File: src/rtl/beer_pkg.sv
// Shared constants and helpers for the beer slider: lane rows, launch columns
// and default geometry/timing parameters.
package beer_pkg;

    localparam logic [10:0] LANE_0 = 11'd125;
    localparam logic [10:0] LANE_1 = 11'd175;
    localparam logic [10:0] LANE_2 = 11'd225;
    localparam logic [10:0] LANE_3 = 11'd275;
    localparam logic [10:0] LANE_4 = 11'd325;
    localparam logic [10:0] LANE_5 = 11'd375;

    localparam logic [10:0] X_P1 = 11'd80;
    localparam logic [10:0] X_P2 = 11'd560;

    localparam int          N_MUG_DEF    = 4;
    localparam logic [10:0] STEP_DEF     = 11'd8;
    localparam int          COOLDOWN_DEF = 8;

    function automatic logic lane_valid(input logic [10:0] y);
        case (y)
            LANE_0, LANE_1, LANE_2, LANE_3, LANE_4, LANE_5: lane_valid = 1'b1;
            default:                                        lane_valid = 1'b0;
        endcase
    endfunction

endpackage

File: src/rtl/beer_slider_mug_slot.sv
// One mug slot: holds position and lane, slides it one step per clock and
// flags arrival at the far end so the top can emit catch/miss pulses.
module mug_slot
    import beer_pkg::*;
#(
    parameter logic [10:0] STEP = STEP_DEF
) (
    input  logic        clk_i,
    input  logic        rst_i,
    input  logic        run_i,
    input  logic        dir_i,
    input  logic        load_i,
    input  logic [10:0] load_y_i,
    output logic        valid_o,
    output logic [10:0] x_o,
    output logic [10:0] y_o,
    output logic        arrive_o
);

    logic        valid_q, valid_d;
    logic [10:0] x_q, x_d;
    logic [10:0] y_q, y_d;
    logic [11:0] fwd_s;
    logic        hit_s;

    // Arrival test; the forward sum is widened and the reverse compare avoids subtraction
    always_comb begin
        fwd_s = {1'b0, x_q} + {1'b0, STEP};
        hit_s = dir_i ? (x_q <= (X_P1 + STEP)) : (fwd_s >= {1'b0, X_P2});
    end

    // Next slot state: run-clear, launch, arrival clear, or step
    always_comb begin
        valid_d = valid_q;
        x_d     = x_q;
        y_d     = y_q;
        if (!run_i) begin
            valid_d = 1'b0;
            x_d     = 11'd0;
            y_d     = 11'd0;
        end else if (load_i) begin
            valid_d = 1'b1;
            x_d     = dir_i ? X_P2 : X_P1;
            y_d     = load_y_i;
        end else if (valid_q && hit_s) begin
            valid_d = 1'b0;
            x_d     = 11'd0;
            y_d     = 11'd0;
        end else if (valid_q) begin
            x_d = dir_i ? (x_q - STEP) : (x_q + STEP);
        end else begin
            x_d = x_q;
        end
    end

    // Slot state registers
    always_ff @(posedge clk_i or posedge rst_i) begin
        if (rst_i) begin
            valid_q <= 1'b0;
            x_q     <= 11'd0;
            y_q     <= 11'd0;
        end else begin
            valid_q <= valid_d;
            x_q     <= x_d;
            y_q     <= y_d;
        end
    end

    assign valid_o  = valid_q;
    assign x_o      = x_q;
    assign y_o      = y_q;
    assign arrive_o = valid_q & hit_s;

endmodule

File: src/rtl/beer_slider.sv
// Beer slider playfield: accepts fires, allocates mug slots per player,
// and pulses catch/miss when mugs reach the opposite bartender.
module beer_slider
    import beer_pkg::*;
#(
    parameter int          N_MUG    = N_MUG_DEF,
    parameter logic [10:0] STEP     = STEP_DEF,
    parameter int          COOLDOWN = COOLDOWN_DEF
) (
    input  logic                   CLK_2_21,
    input  logic                   RESET,
    input  logic                   run,
    input  logic [10:0]            P1_y,
    input  logic [10:0]            P2_y,
    input  logic                   fire_p1,
    input  logic                   fire_p2,
    output logic                   p1_life_dec,
    output logic                   p2_life_dec,
    output logic                   p1_catch,
    output logic                   p2_catch,
    output logic [2*N_MUG-1:0]     mug_valid,
    output logic [2*N_MUG*11-1:0]  mug_x,
    output logic [2*N_MUG*11-1:0]  mug_y
);

    localparam int CW = (COOLDOWN > 1) ? $clog2(COOLDOWN) : 1;
    localparam logic [CW-1:0] CD_LOAD = (COOLDOWN > 0) ? CW'(COOLDOWN - 1) : '0;

    logic [2*N_MUG-1:0] arrive_s;
    logic [2*N_MUG-1:0] load_s;
    logic [N_MUG-1:0]   p1_valid_s, p2_valid_s;
    logic               acc1_s, acc2_s;
    logic [CW-1:0]      cd1_q, cd1_d, cd2_q, cd2_d;
    logic               p1_life_q, p1_life_d, p2_life_q, p2_life_d;
    logic               p1_catch_q, p1_catch_d, p2_catch_q, p2_catch_d;

    function automatic logic [N_MUG-1:0] first_free(input logic [N_MUG-1:0] v);
        first_free = '0;
        for (int i = N_MUG - 1; i >= 0; i--) begin
            if (!v[i]) begin
                first_free    = '0;
                first_free[i] = 1'b1;
            end else begin
                first_free = first_free;
            end
        end
    endfunction

    assign p1_valid_s = mug_valid[N_MUG-1:0];
    assign p2_valid_s = mug_valid[2*N_MUG-1:N_MUG];

    // Fire acceptance and slot allocation from pre-edge valid flags
    always_comb begin
        acc1_s = run & fire_p1 & lane_valid(P1_y) & (cd1_q == '0) & ~(&p1_valid_s);
        acc2_s = run & fire_p2 & lane_valid(P2_y) & (cd2_q == '0) & ~(&p2_valid_s);
        load_s[N_MUG-1:0]       = acc1_s ? first_free(p1_valid_s) : '0;
        load_s[2*N_MUG-1:N_MUG] = acc2_s ? first_free(p2_valid_s) : '0;
    end

    // Cooldown counters: load on accept, count down to zero
    always_comb begin
        cd1_d = cd1_q;
        cd2_d = cd2_q;
        if (!run) begin
            cd1_d = '0;
            cd2_d = '0;
        end else begin
            cd1_d = acc1_s ? CD_LOAD : ((cd1_q != '0) ? cd1_q - 1'b1 : cd1_q);
            cd2_d = acc2_s ? CD_LOAD : ((cd2_q != '0) ? cd2_q - 1'b1 : cd2_q);
        end
    end

    // Merge all arrivals at each player into at most one pulse per kind
    always_comb begin
        p1_life_d  = 1'b0;
        p2_life_d  = 1'b0;
        p1_catch_d = 1'b0;
        p2_catch_d = 1'b0;
        for (int i = 0; i < 2 * N_MUG; i++) begin
            if (run && arrive_s[i] && (i < N_MUG)) begin
                if (mug_y[i*11 +: 11] == P2_y) p2_catch_d = 1'b1;
                else                           p2_life_d  = 1'b1;
            end else if (run && arrive_s[i]) begin
                if (mug_y[i*11 +: 11] == P1_y) p1_catch_d = 1'b1;
                else                           p1_life_d  = 1'b1;
            end else begin
                p1_life_d = p1_life_d;
            end
        end
    end

    // Cooldown and pulse registers
    always_ff @(posedge CLK_2_21 or posedge RESET) begin
        if (RESET) begin
            cd1_q      <= '0;
            cd2_q      <= '0;
            p1_life_q  <= 1'b0;
            p2_life_q  <= 1'b0;
            p1_catch_q <= 1'b0;
            p2_catch_q <= 1'b0;
        end else begin
            cd1_q      <= cd1_d;
            cd2_q      <= cd2_d;
            p1_life_q  <= p1_life_d;
            p2_life_q  <= p2_life_d;
            p1_catch_q <= p1_catch_d;
            p2_catch_q <= p2_catch_d;
        end
    end

    assign p1_life_dec = p1_life_q;
    assign p2_life_dec = p2_life_q;
    assign p1_catch    = p1_catch_q;
    assign p2_catch    = p2_catch_q;

    // P1 slots in the low half travel right, P2 slots in the high half travel left
    for (genvar g = 0; g < 2 * N_MUG; g++) begin : g_slot
        mug_slot #(.STEP(STEP)) u_slot (
            .clk_i    (CLK_2_21),
            .rst_i    (RESET),
            .run_i    (run),
            .dir_i    ((g >= N_MUG) ? 1'b1 : 1'b0),
            .load_i   (load_s[g]),
            .load_y_i ((g >= N_MUG) ? P2_y : P1_y),
            .valid_o  (mug_valid[g]),
            .x_o      (mug_x[g*11 +: 11]),
            .y_o      (mug_y[g*11 +: 11]),
            .arrive_o (arrive_s[g])
        );
    end

endmodule
File: config.mk
export PLATFORM = sky130hd
export DESIGN_NAME = beer_slider
export DESIGN_NICKNAME = d
export VERILOG_FILES = /design/src/rtl/beer_pkg.sv /design/src/rtl/beer_slider_mug_slot.sv /design/src/rtl/beer_slider.sv
export SDC_FILE = /design/constraint.sdc
export NUM_CORES = 1
export LEC_CHECK = 0
export BUFFER_PORTS_ARGS = -buffer_cell sky130_fd_sc_hd__clkbuf_2
export CAP_MARGIN = 20
export CORE_MARGIN = 2
export CORE_UTILIZATION = 59
export DETAILED_ROUTE_END_ITERATION = 16
export PLACE_DENSITY = 0.89
export REMOVE_ABC_BUFFERS = 1
export SLEW_MARGIN = 20
export SYNTH_ARGS = -nofsm -noshare
export SYNTH_HDL_FRONTEND = slang
export SYNTH_SLANG_ARGS = --single-unit
export TNS_END_PERCENT = 1
File: constraint.sdc
create_clock -name CLK_2_21 -period 9.85 [get_ports CLK_2_21]
set_clock_uncertainty 0.05 [all_clocks]
set_input_delay 1.4775 -clock CLK_2_21 [delete_from_list [all_inputs] [get_ports CLK_2_21]]
set_output_delay 1.4775 -clock CLK_2_21 [all_outputs]
set_load 0.01 [all_outputs]
==> results of run 1 <==
==> worst max-delay path by stage <==
stage                  from                       to  slack [ps]  cells after the start
floorplan             RESET                 cd1_q[0]        3720                      1
CTS                 P2_y[2]  g_slot[4].u_slot.y_o[4]        6040                      8
global placement    P2_y[2]  g_slot[4].u_slot.y_o[7]        5720                      8
detailed placement  P2_y[2]  g_slot[4].u_slot.y_o[4]        5590                      8
finish                  run  g_slot[0].u_slot.y_o[2]        5950                      6
global route        P1_y[1]  g_slot[3].u_slot.y_o[5]        5770                      7
==> area by class of cell <==
class                           instances  area, µm²
Timing Repair Buffer                  196        996
Clock inverter                         13        169
Inverter                               59        226
Fill cell                            1179       4830
Sequential cell                       170       4250
Clock buffer                           19        443
Tap cell                              216        270
Multi-Input combinational cell        713       4750
==> layout by cell type (no fill, tap or decap), types with 4 or more instances in the layout <==
cell	instances
clkbuf_2	190
dfrtp_1	170
nand2_1	79
xnor2_1	69
inv_1	58
nor2_1	57
xor2_1	57
nand3_1	39
nor3_1	34
o21ai_0	33
nand4_1	32
a21oi_1	32
mux2i_1	27
conb_1	24
a21o_1	22
a22o_1	18
clkbuf_16	17
ha_1	16
o31ai_1	14
nor4_1	14
and3_1	13
nor3b_1	10
nor2b_1	9
and2_1	8
nand2b_1	8
a31oi_1	6
buf_4	6
nor4bb_1	5
o2111ai_1	5
and4_1	5
nor4b_1	5
or3_1	5
a21boi_0	5
a2111oi_0	4
nand3b_1	4
a311oi_1	4
a211o_1	4
==> state kept, by name, summed over array words and instances (netlist names) <==
signal	flops
p1_catch	1
p2_life_dec	1
g_slot.u_slot.valid_o	8
cd2_q	3
p1_life_dec	1
p2_catch	1
g_slot.u_slot.y_o	88
cd1_q	3
g_slot.u_slot.x_o	64
==> report_power, final <==
part           total, mW  switching, mW  internal (mW)
registers          0.715        0.00591          0.709
clock network      0.696          0.288          0.408
logic              0.153          0.104         0.0489
total               1.56          0.398           1.17
==> critical path: cells and delay by family <==
family	cells	cell delay, ps
compound gates	2	790
buf+inv	3	1240
simple gates	1	710
==> kinds of logic (layout without fill, tap and decap cells) <==
group / Yosys count / after routing / synth area share [%]
adders and majority gates: 16 / 16 / 2.07
DFF: 170 / 170 / 44.1
and+or+nand+nor: 339 / 339 / 18.7
buffers and inverters: 152 / 287 / 7.61
other: 1 / 24 / 0.0388
xor gates and xnor gates: 126 / 126 / 11.4
muxes: 28 / 28 / 2.92
AOI/OAI and AO/OA: 180 / 180 / 13.1
==> metal layers <==
metal	part of all wire, %	vias up	wire, µm	track usage (%)
li1	-	3780	-	-
met1	39	4108	10800	42.3
met2	46	559	12700	48.9
met3	10	102	2820	7.69
met4	4.3	0	1170	14.6
met5	0	-	0	0
==> through the flow <==
step | instances | area (µm²) | hold WS (ps)
final | 1386 | 11100 | 483
after floorplan | 942 | 9230 | 489
after CTS | 1386 | 11100 | 481
after global placement | 1354 | 10500 | 447
after global routing | 1386 | 11100 | 492
after detailed placement | 1354 | 10500 | 465
==> metrics, run 1 <==
status=completed; WP data arrival=4220 ps; diode count=0; global-route wire length before repair=~44000 µm; Core Util, Final=69.7%; DR WL/cell=about 20 µm; Hold Crit Class=flop to flop; nets@finish=between 1000 and 1500; synthesized cell area=9650 µm²; Seq cells post-synth=170; Cell Chain, Critical Path=clkbuf_2, inv_1, buf_4, a311oi_1, nor2b_1, a22o_1; Slew HR=32.2%; Final GP Congestion=between 0.9 and 1; CTS tree=done; H-tree Lvls=4; hold path depth=1; via count=around 8500; layout cells sized above 1=between 20% and 30%; WS Path Type=input pin to flop; Die Wd=about 130 µm; initial antenna violation count=0; EDFF count, synth=0; Slew Viols, Final=0; R2R cell count=5; setup slack, reg-to-reg=~6700 ps; total number of yosys warnings=0; Req. time, crit path=10160 ps; leading area contributor after synthesis=dfrtp_1; Post-Route WL=about 27000 µm; Max Cap Viol=0; final setup fails=0; Remaining DRCs=0; Total Power=1.56 mW; IO Port Bufs=190; Die Area=around 17000 µm²; initial core utilization=approximately three fifths; Final HPWL DP=19100 µm; Final Hold Fails=0; most frequent cell after synthesis=dfrtp_1; Post-CTS Setup Bufs=0; P_leak=roughly 5.5 nW; RSZ-0062 raised after global routing=no; reg2reg end=g_slot[5].u_slot.x_o[3]; Critical-path top delay cell=nor2b_1; initial drt markers=around 770; crit path launch type=input pin; GRT overflow=0; FP Rows=46; Core ar.=between 15000 and 20000 µm²; Hold Path Sink=g_slot[0].u_slot.x_o[10]; sequential area share after synthesis=between 40% and 50%; cell count after synthesis=a little over 1000; largest net degree at the start of global routing=roughly 110; number of global-route vias before repair=roughly 8000; dpl ws=5590 ps; Synth top cells by count=dfrtp_1 (170), nand2_1 (79), xnor2_1 (69); CTS Sinks=170; root buf cell=clkbuf_16; Worst path max stage delay=roughly 700 ps; Slew @ Worst Pin=between 1000 and 1500 ps; Vias/cell=about 6; final worst path period need=3900 ps; TNS Setup=0 ps; prevailing post-synth register cell=dfrtp_1; CTS max path bufs=2; clock slew at the register clock pins of the worst setup and hold paths=approximately 70 ps; Fmax=~260 MHz; Distinct cells, synth=67; top cells by area, synth=dfrtp_1 (44%), xnor2_1 (6.3%), xor2_1 (5.2%), nand2_1 (3.1%), mux2i_1 (2.8%); Skew-Pair Late Insertion Delay=around 440 ps; CP Capture Type=flop; Reg2Reg Launch Point=g_slot[4].u_slot.valid_o; Async S/R FF share, synth=100%; Global Route Usage Sum=31.6%; Max Fanout on Critical Path=35; Peak supply drop=0.137 mV; io pins=between 200 and 250; Die Y=between 100 and 150 µm; TritonRoute pass-1 iters=5; total CTS buffers=17; PwrDens=141 nW/µm²; Yosys top cell area share=~44%; fin crit share=between 30% and 40%; Syn-to-layout area delta=15.1%; post-route setup slack=slightly below 6000 ps; Avg Cell Area, Syn=~9.5 µm²; Worst Hold Launch=g_slot[0].u_slot.x_o[10]; Hold Buf Count CTS=0; post-CTS resize count=0; Final ANT Viol Nets=0
No activity file was read; power rests on OpenSTA's default activity.
==> inputs of run 2 (changes only) <==
--- a/config.mk
+++ b/config.mk
@@ -8,9 +8,9 @@
 export BUFFER_PORTS_ARGS = -buffer_cell sky130_fd_sc_hd__clkbuf_2
 export CAP_MARGIN = 20
 export CORE_MARGIN = 2
-export CORE_UTILIZATION = 59
+export CORE_UTILIZATION = 55
 export DETAILED_ROUTE_END_ITERATION = 16
-export PLACE_DENSITY = 0.89
+export PLACE_DENSITY = 0.84
 export REMOVE_ABC_BUFFERS = 1
 export SLEW_MARGIN = 20
 export SYNTH_ARGS = -nofsm -noshare
==> constraint.sdc (replaced) <==
create_clock -name CLK_2_21 -period 3.6 [get_ports CLK_2_21]
set_clock_uncertainty 0.05 [all_clocks]
set_input_delay 0.54 -clock CLK_2_21 [delete_from_list [all_inputs] [get_ports CLK_2_21]]
set_output_delay 0.54 -clock CLK_2_21 [all_outputs]
set_load 0.01 [all_outputs]
==> run 2 against run 1 <==
Via count is 1.0% higher. Non-clock buffer count grew 22. Utilization fell by 3.6 points. Routed wire length up 4.9%. Global-route usage down 0.59 points. Combinational power rose to 2.9 times the previous value. Cell count is 2.2% higher. Register-to-register slack worse by 6000 ps. Sequential share of layout area down 0.95 points. Clock power grew to 3.2 times the previous value. Die area increased by 7.0%. Clock-buffer cell count decreased by 1.
==> metrics, run 2 (synthesized netlist as in run 1, its figures left out) <==
Die Wd=136 µm (+3.5%); Net Sw Frac=23.4% (-2.0 points); commonest non-fill, non-tap cells in the layout=clkbuf_2 (190), dfrtp_1 (170), nand2_1 (79); number of global-route vias before repair=8148 (+1.6%); status=completed; Max Fanout on Critical Path=10 (-71%); Switch Pwr=1.08 mW (+170%); Final HPWL DP=20200 µm (+5.8%); Max Cap Viol=0 (unchanged); Reg power frac=42.4% (-3.3 points); Gate power share=9.5% (-0.3 points); Fmax=336 MHz; commonest non-fill, non-tap cell in the layout=clkbuf_2; CP Capture Type=flop; Clock power frac=48.1% (+3.6 points); register area=4250 µm² (unchanged); Final Hold Fails=0 (unchanged); Final GP Congestion=0.934 (+1.2%); Hold Buf Count CTS=0 (unchanged); Slew @ Worst Pin=866 ps (-144 ps); FP Rows=48 (+4.3%); final setup fails=0 (unchanged); io pins=215 (unchanged); CTS max path bufs=2 (unchanged); Post-Route WL=28800 µm (+4.9%); WP data arrival=3290 ps (-930 ps); P_leak=5.66 nW (+3.1%); post-CTS resize count=0 (unchanged); Syn-to-layout area delta=18.1%; via count=8638 (+1.0%); Final ANT Viol Nets=0 (unchanged); Pint=3.54 mW (+200%); GRT overflow=0 (unchanged); layout cells sized above 1=21.8% (+1.4 points); RSZ-0062 raised after global routing=no; Post-CTS Setup Bufs=0 (unchanged); DR WL/cell=20.3 µm (+2.7%); minimum hold slack=176 ps (-306 ps); WS Path Type=flop to flop; fin crit share=between 80 and 90%; clock slew at the register clock pins of the worst setup and hold paths=70 ps (about the same); IO Port Bufs=190 (unchanged); Peak supply drop=0.368 mV (+170%); global-route wire length before repair=43800 µm (+0.40%); PwrDens=405 nW/µm² (+190%); CTS tree=done; initial antenna violation count=0 (unchanged); filler cell count=1336 (+13%); Placed Cells incl. Taps=1385 (+2.3%); total CTS buffers=17 (unchanged); CTS Sinks=170 (unchanged); footprint of the multi-input gates=4750 µm² (about the same); Global Route Usage Sum=31.0% (-0.59 points); Die Y=136 µm (+3.5%); largest net degree at the start of global routing=93 (-11%); Vias/cell=6.10 (-1.1%); diode count=0 (unchanged); crit path launch type=flop; nets@finish=1222 (+1.8%); Skew-Pair Late Insertion Delay=440 ps (about the same); final worst path period need=2980 ps; max reg flops=88 (unchanged); Hold Crit Class=input pin to asynchronous set/reset pin; Slew Viols, Final=0 (unchanged); Die Area=18600 µm² (+7.0%); initial drt markers=760 (-1.0%); initial core utilization=56.0% (-4.5 points); Remaining DRCs=0 (unchanged); TritonRoute pass-1 iters=5 (unchanged); Req. time, crit path=3920 ps (-6240 ps); final cell count without fillers=1416 (+2.2%); Core ar.=17200 µm² (+8.1%); H-tree Lvls=4 (unchanged); Slew HR=41.6% (+9.4 points); root buf cell=clkbuf_16
-- run 2: changes by cell type in the layout (fill, tap and decap cells not counted), sizes merged --
cell,before,now
clkbuf,209,208
inv,61,59
clkinv,5,4
bufinv,3,8
buf,6,28
clkinvlp,3,1
-- run 2: power by group through the flow --
| stage | clock (mW) | sequential, mW | combinational, mW |
|---|---|---|---|
| final | 2.22 | 1.96 | 0.438 |
| after global routing | 2.33 | 1.96 | 0.478 |
| after CTS | 2.24 | 1.96 | 0.431 |
| after detailed placement | 0 | 1.99 | 0.418 |
| after global placement | 0 | 1.99 | 0.399 |
| after floorplan | 0 | 1.99 | 0.264 |
-- run 2: worst max-delay path: stages, from the launching register on --
cell and delay [ps]:
dfrtp_1 440, ha_1 300, a2111oi_0 590, nor3b_1 120
a311oi_1 500, nor2b_1 660, a22o_1 240
-- run 2: metal layers --
metal  GRT usage, %  part of all wire, %  up-vias
met2           50.3                   48      518
met4           15.4                  4.5        0
li1               -                    -     3835
met3           7.38                  9.8       90
met5              0                    0        -
met1           38.9                   38     4195
-- run 2: metrics by stage --
stage | TNS (ps) | area [µm²] | total power, mW | util (%) | setup WS (ps)
floorplan | -270890 | 9230 | 2.26 | - | -1590
global placement | 0 | 10700 | 2.39 | 62.0 | 563
detailed placement | 0 | 10700 | 2.41 | 62.0 | 462
CTS | 0 | 11400 | 4.63 | 66.1 | 639
global route | 0 | 11400 | 4.77 | 66.1 | 303
finish | 0 | 11400 | 4.62 | 66.1 | 624
-- run 2: path summary, 6_finish.rpt --
path | startpoint | slack (ps) | end | cells after the start
setup / recovery | g_slot[0].u_slot.x_o[3] | 620 | g_slot[0].u_slot.y_o[2] | 6
hold / removal | RESET | 180 | g_slot[7].u_slot.x_o[4] | 2
setup reg to reg | g_slot[0].u_slot.x_o[3] | 620 | g_slot[0].u_slot.y_o[2] | 6
hold reg to reg | g_slot[0].u_slot.x_o[10] | 460 | g_slot[0].u_slot.x_o[10] | 1
max in group asynchronous | RESET | 2480 | g_slot[6].u_slot.y_o[8] | 3
min in group CLK_2_21 | g_slot[0].u_slot.x_o[10] | 460 | g_slot[0].u_slot.x_o[10] | 1
-- run 2: cell type report --
class                           count  share of cell area [%]
Tap cell                          225                    2.47
Inverter                           59                    1.99
Clock buffer                       18                    3.85
Timing Repair Buffer              218                    10.3
Clock inverter                     13                    2.38
Multi-Input combinational cell    713                    41.7
Sequential cell                   170                    37.3
